### config.mk
export PLATFORM = sky130hd
export DESIGN_NAME = waveform_param_fsm_flat
export DESIGN_NICKNAME = d
export VERILOG_FILES = /design/src/rtl/waveform_pkg.sv /design/src/rtl/waveform_param_fsm_if.sv /design/src/rtl/button_repeat.sv /design/src/rtl/edgeDetector.sv /design/src/rtl/waveform_param_fsm.sv /design/src/flat_wrapper.sv
export SDC_FILE = /design/constraint.sdc
export NUM_CORES = 1
export LEC_CHECK = 0
export CAP_MARGIN = 20
export CORE_MARGIN = 5
export CORE_UTILIZATION = 56
export DETAILED_ROUTE_END_ITERATION = 16
export PLACE_DENSITY = 0.78
export SYNTH_ARGS = -nofsm -noshare
export SYNTH_HDL_FRONTEND = slang
export SYNTH_SLANG_ARGS = --single-unit
### constraint.sdc
create_clock -name clk -period 5.6 [get_ports clk]
set_input_delay 0.56 -clock clk [delete_from_list [all_inputs] [get_ports clk]]
set_output_delay 0.56 -clock clk [all_outputs]
set_load 0.05 [all_outputs]
### src/rtl/waveform_pkg.sv
// Shared encodings and constants for the waveform parameter controller.
// The ACCEL constants are only consumed when WAVEFSM_ACCEL_EN is defined.
package waveform_pkg;

   typedef enum logic [1:0] {
      MODE_FREQ  = 2'd0,
      MODE_AMP   = 2'd1,
      MODE_SHAPE = 2'd2,
      MODE_DUTY  = 2'd3
   } mode_t;

   typedef enum logic [1:0] {
      SHAPE_SINE     = 2'd0,
      SHAPE_SQUARE   = 2'd1,
      SHAPE_TRIANGLE = 2'd2,
      SHAPE_SAW      = 2'd3
   } shape_t;

   localparam int ACCEL_AFTER     = 8;
   localparam int FREQ_ACCEL_STEP = 10;
   localparam int AMP_ACCEL_STEP  = 8;
   localparam int REP_CNT_W       = 4;

   function automatic int clamp(input int value, input int lo, input int hi);
      if (value < lo) return lo;
      if (value > hi) return hi;
      return value;
   endfunction

endpackage

### src/rtl/waveform_param_fsm_if.sv
// Button levels in, generator settings out; master drives buttons, slave is the controller.
interface waveform_param_fsm_if #(
   parameter int FREQ_W = 23,
   parameter int AMP_W  = 8,
   parameter int DUTY_W = 7
);
   logic              increase;
   logic              decrease;
   logic              change_mode;
   logic [1:0]        mode;
   logic [FREQ_W-1:0] frequency;
   logic [AMP_W-1:0]  amplitude;
   logic [1:0]        shape;
   logic [DUTY_W-1:0] duty;

   modport master (
      output increase, decrease, change_mode,
      input  mode, frequency, amplitude, shape, duty
   );

   modport slave (
      input  increase, decrease, change_mode,
      output mode, frequency, amplitude, shape, duty
   );
endinterface

### src/rtl/button_repeat.sv
// Step pulse on press, then auto-repeat after REPEAT_DELAY and every REPEAT_RATE cycles while held.
// With WAVEFSM_ACCEL_EN the number of auto-repeats in the current hold is also reported.
module button_repeat
   import waveform_pkg::*;
#(
   parameter int REPEAT_DELAY = 25_000_000,
   parameter int REPEAT_RATE  = 5_000_000
)(
   input  logic                 clk,
   input  logic                 reset_n,
   input  logic                 level,
`ifdef WAVEFSM_ACCEL_EN
   output logic [REP_CNT_W-1:0] repeat_count,
`endif
   output logic                 step
);
   localparam int CNT_MAX = (REPEAT_DELAY > REPEAT_RATE) ? REPEAT_DELAY : REPEAT_RATE;
   localparam int CNT_W   = $clog2(CNT_MAX + 1);

   logic             level_q;
   logic             armed;
   logic             repeating;
   logic [CNT_W-1:0] cnt;
   logic             last;

   assign last = repeating ? (cnt == CNT_W'(REPEAT_RATE - 1))
                           : (cnt == CNT_W'(REPEAT_DELAY - 1));

   // level_q resets high and armed low, so a hold spanning reset needs a fresh press
   always_ff @(posedge clk or negedge reset_n) begin
      if (!reset_n) begin
         level_q   <= 1'b1;
         armed     <= 1'b0;
         repeating <= 1'b0;
         cnt       <= '0;
         step      <= 1'b0;
`ifdef WAVEFSM_ACCEL_EN
         repeat_count <= '0;
`endif
      end else begin
         level_q <= level;
         step    <= 1'b0;
         if (!level) begin
            armed     <= 1'b0;
            repeating <= 1'b0;
            cnt       <= '0;
`ifdef WAVEFSM_ACCEL_EN
            repeat_count <= '0;
`endif
         end else if (!level_q) begin
            armed     <= 1'b1;
            repeating <= 1'b0;
            cnt       <= '0;
            step      <= 1'b1;
`ifdef WAVEFSM_ACCEL_EN
            repeat_count <= '0;
`endif
         end else if (armed) begin
            if (last) begin
               step      <= 1'b1;
               cnt       <= '0;
               repeating <= 1'b1;
`ifdef WAVEFSM_ACCEL_EN
               if (repeat_count != '1) repeat_count <= repeat_count + 1'b1;
`endif
            end else begin
               cnt <= cnt + 1'b1;
            end
         end
      end
   end
endmodule

### src/rtl/edgeDetector.sv
// Registered rising-edge pulse for a debounced level; a level held through reset is not an edge.
module edgeDetector (
   input  logic clk,
   input  logic reset_n,
   input  logic level,
   output logic pulse
);
   logic level_q;

   always_ff @(posedge clk or negedge reset_n) begin
      if (!reset_n) begin
         level_q <= 1'b1;
         pulse   <= 1'b0;
      end else begin
         level_q <= level;
         pulse   <= level & ~level_q;
      end
   end
endmodule

### src/rtl/waveform_param_fsm.sv
// Edit-mode controller for the waveform generator: FREQ/AMP/SHAPE/DUTY cycled by change_mode.
// Optional WAVEFSM_ACCEL_EN: coarser FREQ/AMP steps after ACCEL_AFTER auto-repeats in one hold.
module waveform_param_fsm
   import waveform_pkg::*;
#(
   parameter int FREQ_W       = 23,
   parameter int FREQ_CENTER  = 2147484,
   parameter int FREQ_STEP    = 4295,
   parameter int FREQ_IDX_MAX = 500,
   parameter int AMP_W        = 8,
   parameter int AMP_RESET    = 64,
   parameter int DUTY_W       = 7,
   parameter int DUTY_MIN     = 5,
   parameter int DUTY_MAX     = 95,
   parameter int DUTY_STEP    = 5,
   parameter int DUTY_RESET   = 50,
   parameter int REPEAT_DELAY = 25_000_000,
   parameter int REPEAT_RATE  = 5_000_000
)(
   input  logic                clk,
   input  logic                reset_n,
   waveform_param_fsm_if.slave bus
);
   localparam int IDX_W   = $clog2(FREQ_IDX_MAX + 1) + 1;
   localparam int AMP_MAX = (1 << AMP_W) - 1;

   logic                    inc_step;
   logic                    dec_step;
   logic                    mode_step;
   mode_t                   mode_q, mode_d;
   logic signed [IDX_W-1:0] idx_q, idx_d;
   logic [AMP_W-1:0]        amp_q, amp_d;
   shape_t                  shape_q, shape_d;
   logic [DUTY_W-1:0]       duty_q, duty_d;
   logic [FREQ_W-1:0]       freq_q;
   int                      dir;
   int                      freq_mag;
   int                      amp_mag;

`ifdef WAVEFSM_ACCEL_EN
   logic [REP_CNT_W-1:0] inc_reps;
   logic [REP_CNT_W-1:0] dec_reps;
   logic                 accel;
`endif

   button_repeat #(.REPEAT_DELAY(REPEAT_DELAY), .REPEAT_RATE(REPEAT_RATE)) u_inc (
      .clk          (clk),
      .reset_n      (reset_n),
      .level        (bus.increase),
`ifdef WAVEFSM_ACCEL_EN
      .repeat_count (inc_reps),
`endif
      .step         (inc_step)
   );

   button_repeat #(.REPEAT_DELAY(REPEAT_DELAY), .REPEAT_RATE(REPEAT_RATE)) u_dec (
      .clk          (clk),
      .reset_n      (reset_n),
      .level        (bus.decrease),
`ifdef WAVEFSM_ACCEL_EN
      .repeat_count (dec_reps),
`endif
      .step         (dec_step)
   );

   edgeDetector u_mode (
      .clk     (clk),
      .reset_n (reset_n),
      .level   (bus.change_mode),
      .pulse   (mode_step)
   );

   // Simultaneous up and down pulses cancel out
   always_comb begin
      dir = 0;
      if (inc_step && !dec_step)      dir = 1;
      else if (dec_step && !inc_step) dir = -1;
   end

`ifdef WAVEFSM_ACCEL_EN
   // repeat_count already includes the pulse being applied, so the (ACCEL_AFTER+1)th repeat is coarse
   always_comb begin
      accel = 1'b0;
      if (inc_step && !dec_step)      accel = int'(inc_reps) > ACCEL_AFTER;
      else if (dec_step && !inc_step) accel = int'(dec_reps) > ACCEL_AFTER;
   end
   assign freq_mag = accel ? FREQ_ACCEL_STEP : 1;
   assign amp_mag  = accel ? AMP_ACCEL_STEP : 1;
`else
   assign freq_mag = 1;
   assign amp_mag  = 1;
`endif

   // Steps use the current mode; a mode advance in the same cycle only lands afterwards
   always_comb begin
      mode_d  = mode_q;
      idx_d   = idx_q;
      amp_d   = amp_q;
      shape_d = shape_q;
      duty_d  = duty_q;
      case (mode_q)
         MODE_FREQ: begin
            if (dir != 0)
               idx_d = IDX_W'(clamp(int'(idx_q) + dir * freq_mag, -FREQ_IDX_MAX, FREQ_IDX_MAX));
            if (mode_step) mode_d = MODE_AMP;
         end
         MODE_AMP: begin
            if (dir != 0)
               amp_d = AMP_W'(clamp(int'(amp_q) + dir * amp_mag, 0, AMP_MAX));
            if (mode_step) mode_d = MODE_SHAPE;
         end
         MODE_SHAPE: begin
            if (dir > 0)      shape_d = shape_t'(shape_q + 2'd1);
            else if (dir < 0) shape_d = shape_t'(shape_q - 2'd1);
            if (mode_step) mode_d = MODE_DUTY;
         end
         MODE_DUTY: begin
            if (dir != 0)
               duty_d = DUTY_W'(clamp(int'(duty_q) + dir * DUTY_STEP, DUTY_MIN, DUTY_MAX));
            if (mode_step) mode_d = MODE_FREQ;
         end
         default: mode_d = MODE_FREQ;
      endcase
   end

   // Tuning word trails the index by one cycle, computed with a signed index
   always_ff @(posedge clk or negedge reset_n) begin
      if (!reset_n) begin
         mode_q  <= MODE_FREQ;
         idx_q   <= '0;
         amp_q   <= AMP_W'(AMP_RESET);
         shape_q <= SHAPE_SINE;
         duty_q  <= DUTY_W'(DUTY_RESET);
         freq_q  <= FREQ_W'(FREQ_CENTER);
      end else begin
         mode_q  <= mode_d;
         idx_q   <= idx_d;
         amp_q   <= amp_d;
         shape_q <= shape_d;
         duty_q  <= duty_d;
         freq_q  <= FREQ_W'(FREQ_CENTER + FREQ_STEP * int'(idx_q));
      end
   end

   assign bus.mode      = mode_q;
   assign bus.frequency = freq_q;
   assign bus.amplitude = amp_q;
   assign bus.shape     = shape_q;
   assign bus.duty      = duty_q;
endmodule
### src/flat_wrapper.sv
// flat-port wrapper written by rule: the top's interface ports become plain ports
module waveform_param_fsm_flat import waveform_pkg::*;
#(
   parameter int FREQ_W       = 23,
   parameter int FREQ_CENTER  = 2147484,
   parameter int FREQ_STEP    = 4295,
   parameter int FREQ_IDX_MAX = 500,
   parameter int AMP_W        = 8,
   parameter int AMP_RESET    = 64,
   parameter int DUTY_W       = 7,
   parameter int DUTY_MIN     = 5,
   parameter int DUTY_MAX     = 95,
   parameter int DUTY_STEP    = 5,
   parameter int DUTY_RESET   = 50,
   parameter int REPEAT_DELAY = 25_000_000,
   parameter int REPEAT_RATE  = 5_000_000
)
  (clk, reset_n, bus_increase, bus_decrease, bus_change_mode, bus_mode, bus_frequency, bus_amplitude, bus_shape, bus_duty);
  waveform_param_fsm_if #(.FREQ_W(FREQ_W), .AMP_W(AMP_W), .DUTY_W(DUTY_W)) bus_i ();
  input  logic clk;
  input  logic reset_n;
  input wire logic [$bits(bus_i.increase)-1:0] bus_increase;
  input wire logic [$bits(bus_i.decrease)-1:0] bus_decrease;
  input wire logic [$bits(bus_i.change_mode)-1:0] bus_change_mode;
  output wire logic [$bits(bus_i.mode)-1:0] bus_mode;
  output wire logic [$bits(bus_i.frequency)-1:0] bus_frequency;
  output wire logic [$bits(bus_i.amplitude)-1:0] bus_amplitude;
  output wire logic [$bits(bus_i.shape)-1:0] bus_shape;
  output wire logic [$bits(bus_i.duty)-1:0] bus_duty;
  assign bus_i.increase = bus_increase;
  assign bus_i.decrease = bus_decrease;
  assign bus_i.change_mode = bus_change_mode;
  assign bus_mode = bus_i.mode;
  assign bus_frequency = bus_i.frequency;
  assign bus_amplitude = bus_i.amplitude;
  assign bus_shape = bus_i.shape;
  assign bus_duty = bus_i.duty;
  waveform_param_fsm #(.FREQ_W(FREQ_W), .FREQ_CENTER(FREQ_CENTER), .FREQ_STEP(FREQ_STEP), .FREQ_IDX_MAX(FREQ_IDX_MAX), .AMP_W(AMP_W), .AMP_RESET(AMP_RESET), .DUTY_W(DUTY_W), .DUTY_MIN(DUTY_MIN), .DUTY_MAX(DUTY_MAX), .DUTY_STEP(DUTY_STEP), .DUTY_RESET(DUTY_RESET), .REPEAT_DELAY(REPEAT_DELAY), .REPEAT_RATE(REPEAT_RATE)) u_core (.clk(clk), .reset_n(reset_n), .bus(bus_i));
endmodule
# [Word-level counts from Yosys, hierarchy flattened]
# Index checks and enable logic that the tools add are counted.
# W data, S select, Z words.
[word_totals] regBits=112 in_bits=5 out_inout_bits=42 elab_cells=140
[op_classes] add_sub_neg=8 multipliers=2 n_lt_le_gt_ge=8 n_eq_ne=17 n_mux=71 bitwise_logic=2 reduce_logical=14
[op_table] operator="$mux W25" count=8
[op_table] operator="$lt A32 B1 Y1 const B" count=2
[op_table] operator="$mux W32" count=2
[op_table] operator="$add A25 B1 Y25 const B" count=2
[op_table] operator="$eq A25 B23 Y1 const B" count=2
[op_table] operator="$eq A25 B25 Y1 const B" count=2
[op_table] operator="$mux W1" count=43
[op_table] operator="$mux W10" count=4
[op_table] operator="$add A10 B32 Y32" count=1
[op_table] operator="$add A8 B32 Y32" count=1
[op_table] operator="$add A9 B32 Y32" count=1
[op_table] operator="$gt A32 B1 Y1 const B" count=1
[op_table] operator="$gt A32 B10 Y1 const B" count=1
[op_table] operator="$gt A32 B8 Y1 const B" count=1
[op_table] operator="$gt A32 B9 Y1 const B" count=1
[op_table] operator="$lt A32 B10 Y1 const B" count=1
[op_table] operator="$lt A32 B4 Y1 const B" count=1
[op_table] operator="$mul A32 B4 Y32 const B" count=1
[op_table] operator="$reduce_bool A32 Y1" count=1
[op_table] operator="$mux W8" count=3
[op_table] operator="$add A23 B23 Y23 const A" count=1
[op_table] operator="$mul A14 B10 Y23 const A" count=1
[op_table] operator="$mux W7" count=3
[op_table] operator="$mux W2" count=6
[op_table] operator="16 further kinds" count=32

# [Depth between registers and ports, before layout]
# Gate-level depths: netlist of run 1.
[depth] depth_word=15 mapped_depth=26 ltp_nobuf=20

# [By module]
# From an unflattened synthesis of run 1, not the netlist that was laid out.
[hier_totals] hier_cells=1090 hier_area_um2=10023.4
[by_module_without_submodules] mod="waveform_param_fsm" instances=1 cells_each=789 area_each_um2=6940.4 seq_area_each_um2=1316.3
[by_module_without_submodules] mod="button_repeat" instances=2 cells_each=149 area_each_um2=1508.9 seq_area_each_um2=726.9
[by_module_without_submodules] mod="edgeDetector" instances=1 cells_each=3 area_each_um2=65.1 seq_area_each_um2=51.3

# [Least setup slack after synthesis of run 1]
# No wires, ideal clock.
[synth_path] kind="register to register" from="reg u_core.u_inc.step" to="reg u_core.amp_q[4], in the netlist u_core.bus.amplitude[4]" setup_ps=121 arrival_time_ps=5575 required_ps=5479 setup_slack_ps=-97 stages_incl_launch_ff=25 n_path_buf=7 period_less_slack_ps=5697 path_cell_list="dfrtp_1 -> inv_1 -> ha_1 -> buf_4 -> buf_2 -> buf_2 -> buf_2 -> buf_2 -> buf_2 -> buf_1 -> xor2_1 -> ha_1 -> nor3b_1 -> o21ai_0 -> a21boi_0 -> a21oi_1 -> o22ai_1 -> a31oi_1 -> o22a_1 -> ha_1 -> or4_1 -> nor4_1 -> o21ai_1 -> o21a_1 -> o22a_1"
[synth_via] elab_chain_len=12 word_cells_on_any_way=20 classes_between="add/sub (1); order compare (2); mux (12); reduce/logical (5)"
[synth_lines] element="start: declaration" line="button_repeat.sv:15" text="output logic step"
[synth_lines] element="start signal: assignment" line="button_repeat.sv:36" text="step <= 1'b0;"
[synth_lines] element="start signal: assignment" line="button_repeat.sv:42" text="step <= 1'b0;"
[synth_lines] element="start signal: assignment" line="button_repeat.sv:54" text="step <= 1'b1;"
[synth_lines] element="$logic_not A1 Y1" line="waveform_param_fsm.sv:77" text="else if (dec_step && !inc_step) dir = -1;"
[synth_lines] element="$logic_and A1 B1 Y1" line="waveform_param_fsm.sv:77"
[synth_lines] element="$mux W32" line="waveform_param_fsm.sv:77"
[synth_lines] element="$mux W32 (*)" line="waveform_param_fsm.sv:76" text="if (inc_step && !dec_step) dir = 1;"
[synth_lines] element="$add A9 B32 Y32" line="waveform_param_fsm.sv:109" text="amp_d = AMP_W'(clamp(int'(amp_q) + dir * amp_mag, 0, AMP_MAX));"
[synth_lines] element="$gt A32 B9 Y1" line="waveform_pkg.sv:26" text="if (value > hi) return hi;"
[synth_lines] element="$mux W1 (2 in series)" line="waveform_pkg.sv:26"
[synth_lines] element="$mux W1" line="waveform_param_fsm.sv:108" text="if (dir != 0)"
[synth_lines] element="$mux W1" line="waveform_param_fsm.sv:101" text="case (mode_q)"
[synth_lines] element="$mux W8" line="waveform_pkg.sv:27" text="return value;"
[synth_lines] element="$mux W8" line="waveform_pkg.sv:26"
[synth_lines] element="end signal: assignment" line="waveform_param_fsm.sv:131" text="amp_q <= AMP_W'(AMP_RESET);"
[synth_lines] element="end signal: assignment" line="waveform_param_fsm.sv:138" text="amp_q <= amp_d;"
[synth_lines] element="end: declaration" line="waveform_param_fsm.sv:32" text="logic [AMP_W-1:0] amp_q, amp_d;"
# Every way passes the cells marked *; elsewhere a longest branch is shown, timed or not. The select of a mux whose other input is x is not followed.
# A chain may end at the register's enable or synchronous reset.

# [Worst setup path in the final report of run 1]
[layout_path] from="reg u_core.idx_q[3]" to="reg u_core.freq_q[21], in the netlist u_core.bus.frequency[21]"
[layout_via] elab_chain_len=2
[layout_lines] element="start: declaration" line="waveform_param_fsm.sv:31" text="logic signed [IDX_W-1:0] idx_q, idx_d;"
[layout_lines] element="start signal: assignment" line="waveform_param_fsm.sv:137" text="idx_q <= idx_d;"
[layout_lines] element="$mul A14 B10 Y23" line="waveform_param_fsm.sv:141" text="freq_q <= FREQ_W'(FREQ_CENTER + FREQ_STEP * int'(idx_q));"
[layout_lines] element="$add A23 B23 Y23" line="waveform_param_fsm.sv:141"
[layout_lines] element="end signal: assignment" line="waveform_param_fsm.sv:134" text="freq_q <= FREQ_W'(FREQ_CENTER);"
[layout_lines] element="end signal: assignment" line="waveform_param_fsm.sv:141"
[layout_lines] element="end: declaration" line="waveform_param_fsm.sv:35" text="logic [FREQ_W-1:0] freq_q;"
# No other way between the ends.

==> results of run 1 <==
[state kept, by name, indices dropped and copies added, names as in the netlist, 2 cells and up]
signal and count:
u_core.bus.shape 2, u_core.bus.mode 2, u_core.u_inc.cnt 25, u_core.bus.duty 7, u_core.bus.amplitude 8, u_core.idx_q 10
u_core.u_dec.cnt 25, u_core.bus.frequency 23
[stage by stage]
step	hold WS (ns)	setup slack [ns]	area, um^2
2_1_floorplan	0.264	0.114	9930
3_3_place_gp	0.462	0.771	10600
3_5_place_dp	0.465	0.620	10600
4_1_cts	0.358	0.616	11000
5_1_grt	0.415	0.251	11000
6_report	0.321	0.633	11000
[per-layer routing]
metal  up-vias  track usage (%)  wire [um]
met5         -                0          0
met2       208             33.3       9880
met3        31             2.78       1030
met1      4057             31.5      10100
met4         0             6.10        350
li1       4085                -          -
[path summary, 6_finish.rpt]
kind,start,to,cells after the start
worst max-delay path,u_core.idx_q[3]$_DFFE_PN0P_,u_core.bus.frequency[21]$_DFF_PN1_,17
worst min-delay path,reset_n,u_core.u_dec.cnt[24]$_DFFE_PN0P_,1
worst max register to register,u_core.idx_q[3]$_DFFE_PN0P_,u_core.bus.frequency[21]$_DFF_PN1_,17
worst min register to register,u_core.bus.shape[1]$_DFFE_PN0P_,u_core.bus.shape[1]$_DFFE_PN0P_,1
max in group asynchronous,reset_n,u_core.bus.duty[5]$_DFFE_PN1P_,2
min in group clk,u_core.bus.shape[1]$_DFFE_PN0P_,u_core.bus.shape[1]$_DFFE_PN0P_,1
[critical path, cell delays in order, from the launching register on]
cell and delay [ns]:
dfrtp_1 0.52, buf_4 0.24, fa_1 0.39, ha_1 0.28, ha_1 0.27, inv_1 0.05
fa_1 0.52, inv_1 0.04, ha_1 0.28, ha_1 0.34, nor2b_1 0.16, o31ai_1 0.35
nand2_1 0.12, and3_1 0.21, nor4_1 0.31, o31ai_1 0.19, o21a_1 0.23, o311ai_0 0.33
[kinds of logic (layout without fill, tap and decap cells)]
family / count (synthesis) / after routing / synth area share, %
simple gates: 379 / 379 / 19.8
compound gates: 262 / 262 / 17.9
fa+ha+maj: 160 / 160 / 22.1
buf+inv: 139 / 171 / 5.46
flops: 112 / 112 / 28.4
xor+xnor: 70 / 70 / 6.18
mux: 1 / 1 / 0.113
[cells in the final DEF, fill, tap and decap left out, types with 6 or more instances in the layout]
cell type | netlist | layout
ha_1 | 134 | 132
nor2_1 | 97 | 97
dfrtp_1 | 97 | 97
inv_1 | 92 | 92
nand2_1 | 81 | 81
o21ai_0 | 80 | 80
clkdlybuf4s50_1 | 0 | 45
a21oi_1 | 42 | 42
xnor2_1 | 37 | 37
xor2_1 | 33 | 33
nand3_1 | 31 | 31
fa_1 | 26 | 26
nor2b_1 | 20 | 20
nand4_1 | 20 | 20
nor3_1 | 18 | 18
buf_4 | 1 | 18
a31oi_1 | 16 | 16
o31ai_1 | 16 | 16
and3_1 | 15 | 15
dfstp_2 | 15 | 15
nand2b_1 | 13 | 13
nor4_1 | 13 | 12
or3_1 | 11 | 11
and2_1 | 10 | 10
o21a_1 | 9 | 9
o41ai_1 | 9 | 9
o22a_1 | 9 | 9
clkbuf_16 | 0 | 9
a22o_1 | 8 | 8
a41oi_1 | 7 | 7
nor3b_1 | 6 | 6
a22oi_1 | 6 | 6
or4_1 | 6 | 6
[layout make-up]
class | instances | area (um^2) | share of cell area, %
Clock inverter | 7 | 129 | 1.18
Multi-Input combinational cell | 872 | 6570 | 60.0
Tap cell | 225 | 282 | 2.57
Clock buffer | 9 | 225 | 2.05
Timing Repair Buffer | 63 | 586 | 5.34
Inverter | 92 | 345 | 3.15
Sequential cell | 112 | 2820 | 25.7
==> results.yml, run 1 <==
placement:
  numPortBuffers: 46
  post-dp-hpwl_um: 15700
  dp.cells: 1364
  place.gp.congestion: 0.944
timing:
  tightest_slew_ns: 0.894
  min_period_ns: 4.97
  max_freq_mhz: 201
  rsz0062_at_grt: "no"
  slew_headroom_pct: 40.4
  final_max_slew_viol_count: 0
  skew_ns: 0.0116
  finalHoldViolCount: 0
  setup_tns_ns: 0
  setup_viol: 0
  timing.final.crit_share_pct: 88.7
logic_synthesis:
  yosysSeqAreaShare_pct: 28.4
  synth_nets: 1288
  synth-edff-count: 0
  ys_types: 77
  syn_avg_cell_area_um2: 8.84
  synth_seq_cells: 112
  yosysTopAreaCell: "dfrtp_1"
  synth.top_cells.by_count: "ha_1 (134), dfrtp_1 (97), nor2_1 (97), inv_1 (92), nand2_1 (81)"
  synth_area_um2: 9920
  synth_area_leaders: "dfrtp_1 (24%), ha_1 (17%), fa_1 (5.2%)"
  synth_ff_type: "dfrtp_1"
  yosysTopAreaCellShare_pct: 24.5
  async_flop_share_pct: 100
  synth_cells: 1123
  yosysWarningCount: 0
  synth_most_common_cell: "ha_1"
cells_and_area:
  layout.nets: 1315
  antenna_cells: 0
  fill_cells: 1492
  drive_gt1_share_pct: 6.32
  syn_to_final_growth_pct: 10.4
  fin_util_pct: 63.1
  final_cells: 1380
die:
  core_um2: 17400
  rows: 48
  dieArea_um2: 20500
  start_util_pct: 57.2
  io-pin-count: 47
  die_width_um: 143
  die_h_um: 143
outcome:
  status: "completed"
routing:
  dr.pass1.iters: 5
  wire_per_inst_um: 15.5
  drc: 0
  dr_total_vias: 8381
  ant_nets: 0
  finalWirelength_um: 21400
  viasPerCell: 6.07
  dr.first_iter.drc_count: 547
clock_network:
  post_cts_buffers: 0
  cts_resized: 0
  cts.sinks: 112
  cts_max_path_buffers: 2
  path_clk_slew_ns: 0.08
  ctsHoldBuffers: 0
  numCtsBuffers: 9
  root_buffer: "clkbuf_16"
  cts_tree: "built"
  htreeDepth: 3
  clkLatencyLatePin_ns: 0.37
grt:
  grt_overflow_total: 0
  grt_pass1_vias: 7671
  grt_pass1_wl_um: 36500
  grt_max_degree: 70
  gr-usage-all-layers_pct: 21.4
  antenna_found_initial: 0
worst_setup_path:
  ff2ff_setup_slack_ns: 0.63
  cp.required_ns: 5.85
  cp.arrival_ns: 5.22
  path_max_fanout: 11
  end_kind: "register"
  startpoint_type: "register"
  path_class: "reg2reg"
flow_run:
  maxCapViolations: 0
hold_path:
  hp-class: "in2async"
Power of run 1 is left out: the tool's default activity adds up to more than one toggle a clock period on the data nets, which glitch-free logic cannot reach.
==> inputs of run 2 (changes only) <==
- SYNTH_HIERARCHICAL: unset -> 1
- TNS_END_PERCENT: unset -> 50
==> results.yml, run 2 <==
outcome:
  status: "completed"
flow_run:
  maxCapViolations: 0
worst_setup_path:
  cp.required_ns: 5.82
  path_delay_family: "compound AO/OA/AOI/OAI gates"
  critPathBufInv: 2
  reg2reg_to: "u_core/idx_q[7]$_DFFE_PN0P_"
  cp_slowest_cell: "or4_4"
  worstRegToRegCells: 19
  worstReg2RegStart: "u_core/u_inc/step$_DFF_PN0_"
  startpoint_type: "register"
  ff2ff_setup_slack_ns: 0.46
  cp_cell_sequence: "inv_1 > ha_2 > inv_1 > ha_1 > a41oi_1 > a22oi_1 > a21oi_1 > o31ai_1 > a22oi_1 > o21ai_0 > ha_1 > or4_1 > o21ai_0 > a31oi_1 > or4_4 > o31ai_4 > o31ai_2 > nor2_1 > o221ai_1"
  path_class: "reg2reg"
  cp.arrival_ns: 5.36
  path_max_fanout: 8
  max_stage_delay_ns: 0.56
  end_kind: "register"
die:
  io-pin-count: 47
  core_um2: 17800
  die_width_um: 144
  rows: 49
  dieArea_um2: 20700
  start_util_pct: 56.4
  die_h_um: 144
hold_path:
  hp-class: "in2async"
logic_synthesis:
  yosysSeqAreaShare_pct: 28.1
  async_flop_share_pct: 100
  yosysTopAreaCellShare_pct: 24.2
  yosysWarningCount: 6
  yosysTopAreaCell: "dfrtp_1"
  synth_most_common_cell: "ha_1"
  synth_seq_cells: 112
  syn_avg_cell_area_um2: 9.20
  ys_types: 95
  synth_area_um2: 10000
  synth-edff-count: 0
  synth_nets: 1253
  synth_cells: 1090
  synth.top_cells.by_count: "ha_1 (131), dfrtp_1 (97), nor2_1 (93), nand2_1 (81), inv_1 (78)"
  synth_area_leaders: "dfrtp_1 (24%), ha_1 (16%), fa_1 (5.4%)"
  synth_ff_type: "dfrtp_1"
timing:
  fin_hold_ws_ns: 0.324
  final_max_slew_viol_count: 0
  max_freq_mhz: 195
  tightest_slew_ns: 0.930
  min_period_ns: 5.14
  finalHoldViolCount: 0
  timing.final.crit_share_pct: 91.8
  skew_ns: 0.0106
  slew_headroom_pct: 38.0
  rsz0062_at_grt: "no"
  setup_viol: 0
  fin_ws_ns: 0.459
  setup_tns_ns: 0
routing:
  wire_per_inst_um: 16.6
  viasPerCell: 6.06
  ant_nets: 0
  dr.pass1.iters: 5
  finalWirelength_um: 22400
  dr_total_vias: 8177
  dr.first_iter.drc_count: 457
  drc: 0
clock_network:
  post_cts_buffers: 0
  path_clk_slew_ns: 0.08
  htreeDepth: 3
  cts.sinks: 112
  cts_tree: "built"
  cts_max_path_buffers: 2
  cts_resized: 0
  root_buffer: "clkbuf_16"
  ctsHoldBuffers: 0
  clkLatencyLatePin_ns: 0.36
  numCtsBuffers: 9
cells_and_area:
  final_common_cell: "ha_1"
  fill_cells: 1535
  layout.nets: 1279
  syn_to_final_growth_pct: 9.22
  layout_common_cells: "ha_1 (129), dfrtp_1 (97), nor2_1 (93)"
  drive_gt1_share_pct: 8.92
  antenna_cells: 0
placement:
  post-dp-hpwl_um: 16000
  numPortBuffers: 46
  place.gp.congestion: 0.965
  dp_slack_ns: 0.582
grt:
  gr-usage-all-layers_pct: 22.3
  grt_pass1_wl_um: 37900
  grt_overflow_total: 0
  grt_max_degree: 70
  grt_pass1_vias: 7998
  antenna_found_initial: 0
## run 2: cell count changes after synthesis, sizes merged, moves of 10 or more
cell | before | now
a21oi | 42 | 61
o21ai | 82 | 38
xor2 | 33 | 49
o41ai | 11 | 1
inv | 92 | 80
nand4 | 20 | 36
## run 2: how the worst max path moves through the flow
stage                                     start                           to  slack [ns]  cells past startpoint
floorplan           u_core/u_inc/step$_DFF_PN0_  u_core/idx_q[7]$_DFFE_PN0P_        0.31                     24
global route        u_core/u_inc/step$_DFF_PN0_  u_core/idx_q[7]$_DFFE_PN0P_        0.17                     19
detailed placement  u_core/u_inc/step$_DFF_PN0_  u_core/idx_q[7]$_DFFE_PN0P_        0.58                     19
global placement    u_core/u_inc/step$_DFF_PN0_  u_core/idx_q[7]$_DFFE_PN0P_        0.77                     19
CTS                 u_core/u_inc/step$_DFF_PN0_  u_core/idx_q[7]$_DFFE_PN0P_        0.56                     19
finish              u_core/u_inc/step$_DFF_PN0_  u_core/idx_q[7]$_DFFE_PN0P_        0.46                     19
## run 2: metrics by stage
stage	util (%)	cell area, um^2	instances
after floorplan	-	10000	1090
after global placement	60.0	10700	1334
after detailed placement	60.0	10700	1334
after CTS	61.6	10900	1350
after global routing	61.6	10900	1350
final	61.6	10900	1350
## run 2: routing by layer
layer	vias up	wire length, um	GRT usage [%]
li1	3964	-	-
met1	3953	10300	30.2
met2	223	10900	38.0
met3	37	867	2.26
met4	0	413	6.59
met5	-	0	0
## run 2: final cells by class
class,instances,area [um^2],area share [%]
multi-input cells,848,6650,60.7
inverters,80,300,2.74
clock inverters,5,46.3,0.423
clock buffers,11,243,2.22
well taps,229,287,2.62
flip-flops and latches,112,2820,25.8
repair buffers,65,601,5.49
## run 2: cells by family after synthesis
| logic type | Yosys count | share of synthesized area, % |
|---|---|---|
| flops | 112 | 28.1 |
| buf+inv | 130 | 5.55 |
| fa+ha+maj | 158 | 21.7 |
| xor+xnor | 88 | 7.76 |
| compound gates | 236 | 16.6 |
| simple gates | 361 | 19.5 |
| mux | 5 | 0.637 |
Power of run 2 is left out for the same reason.
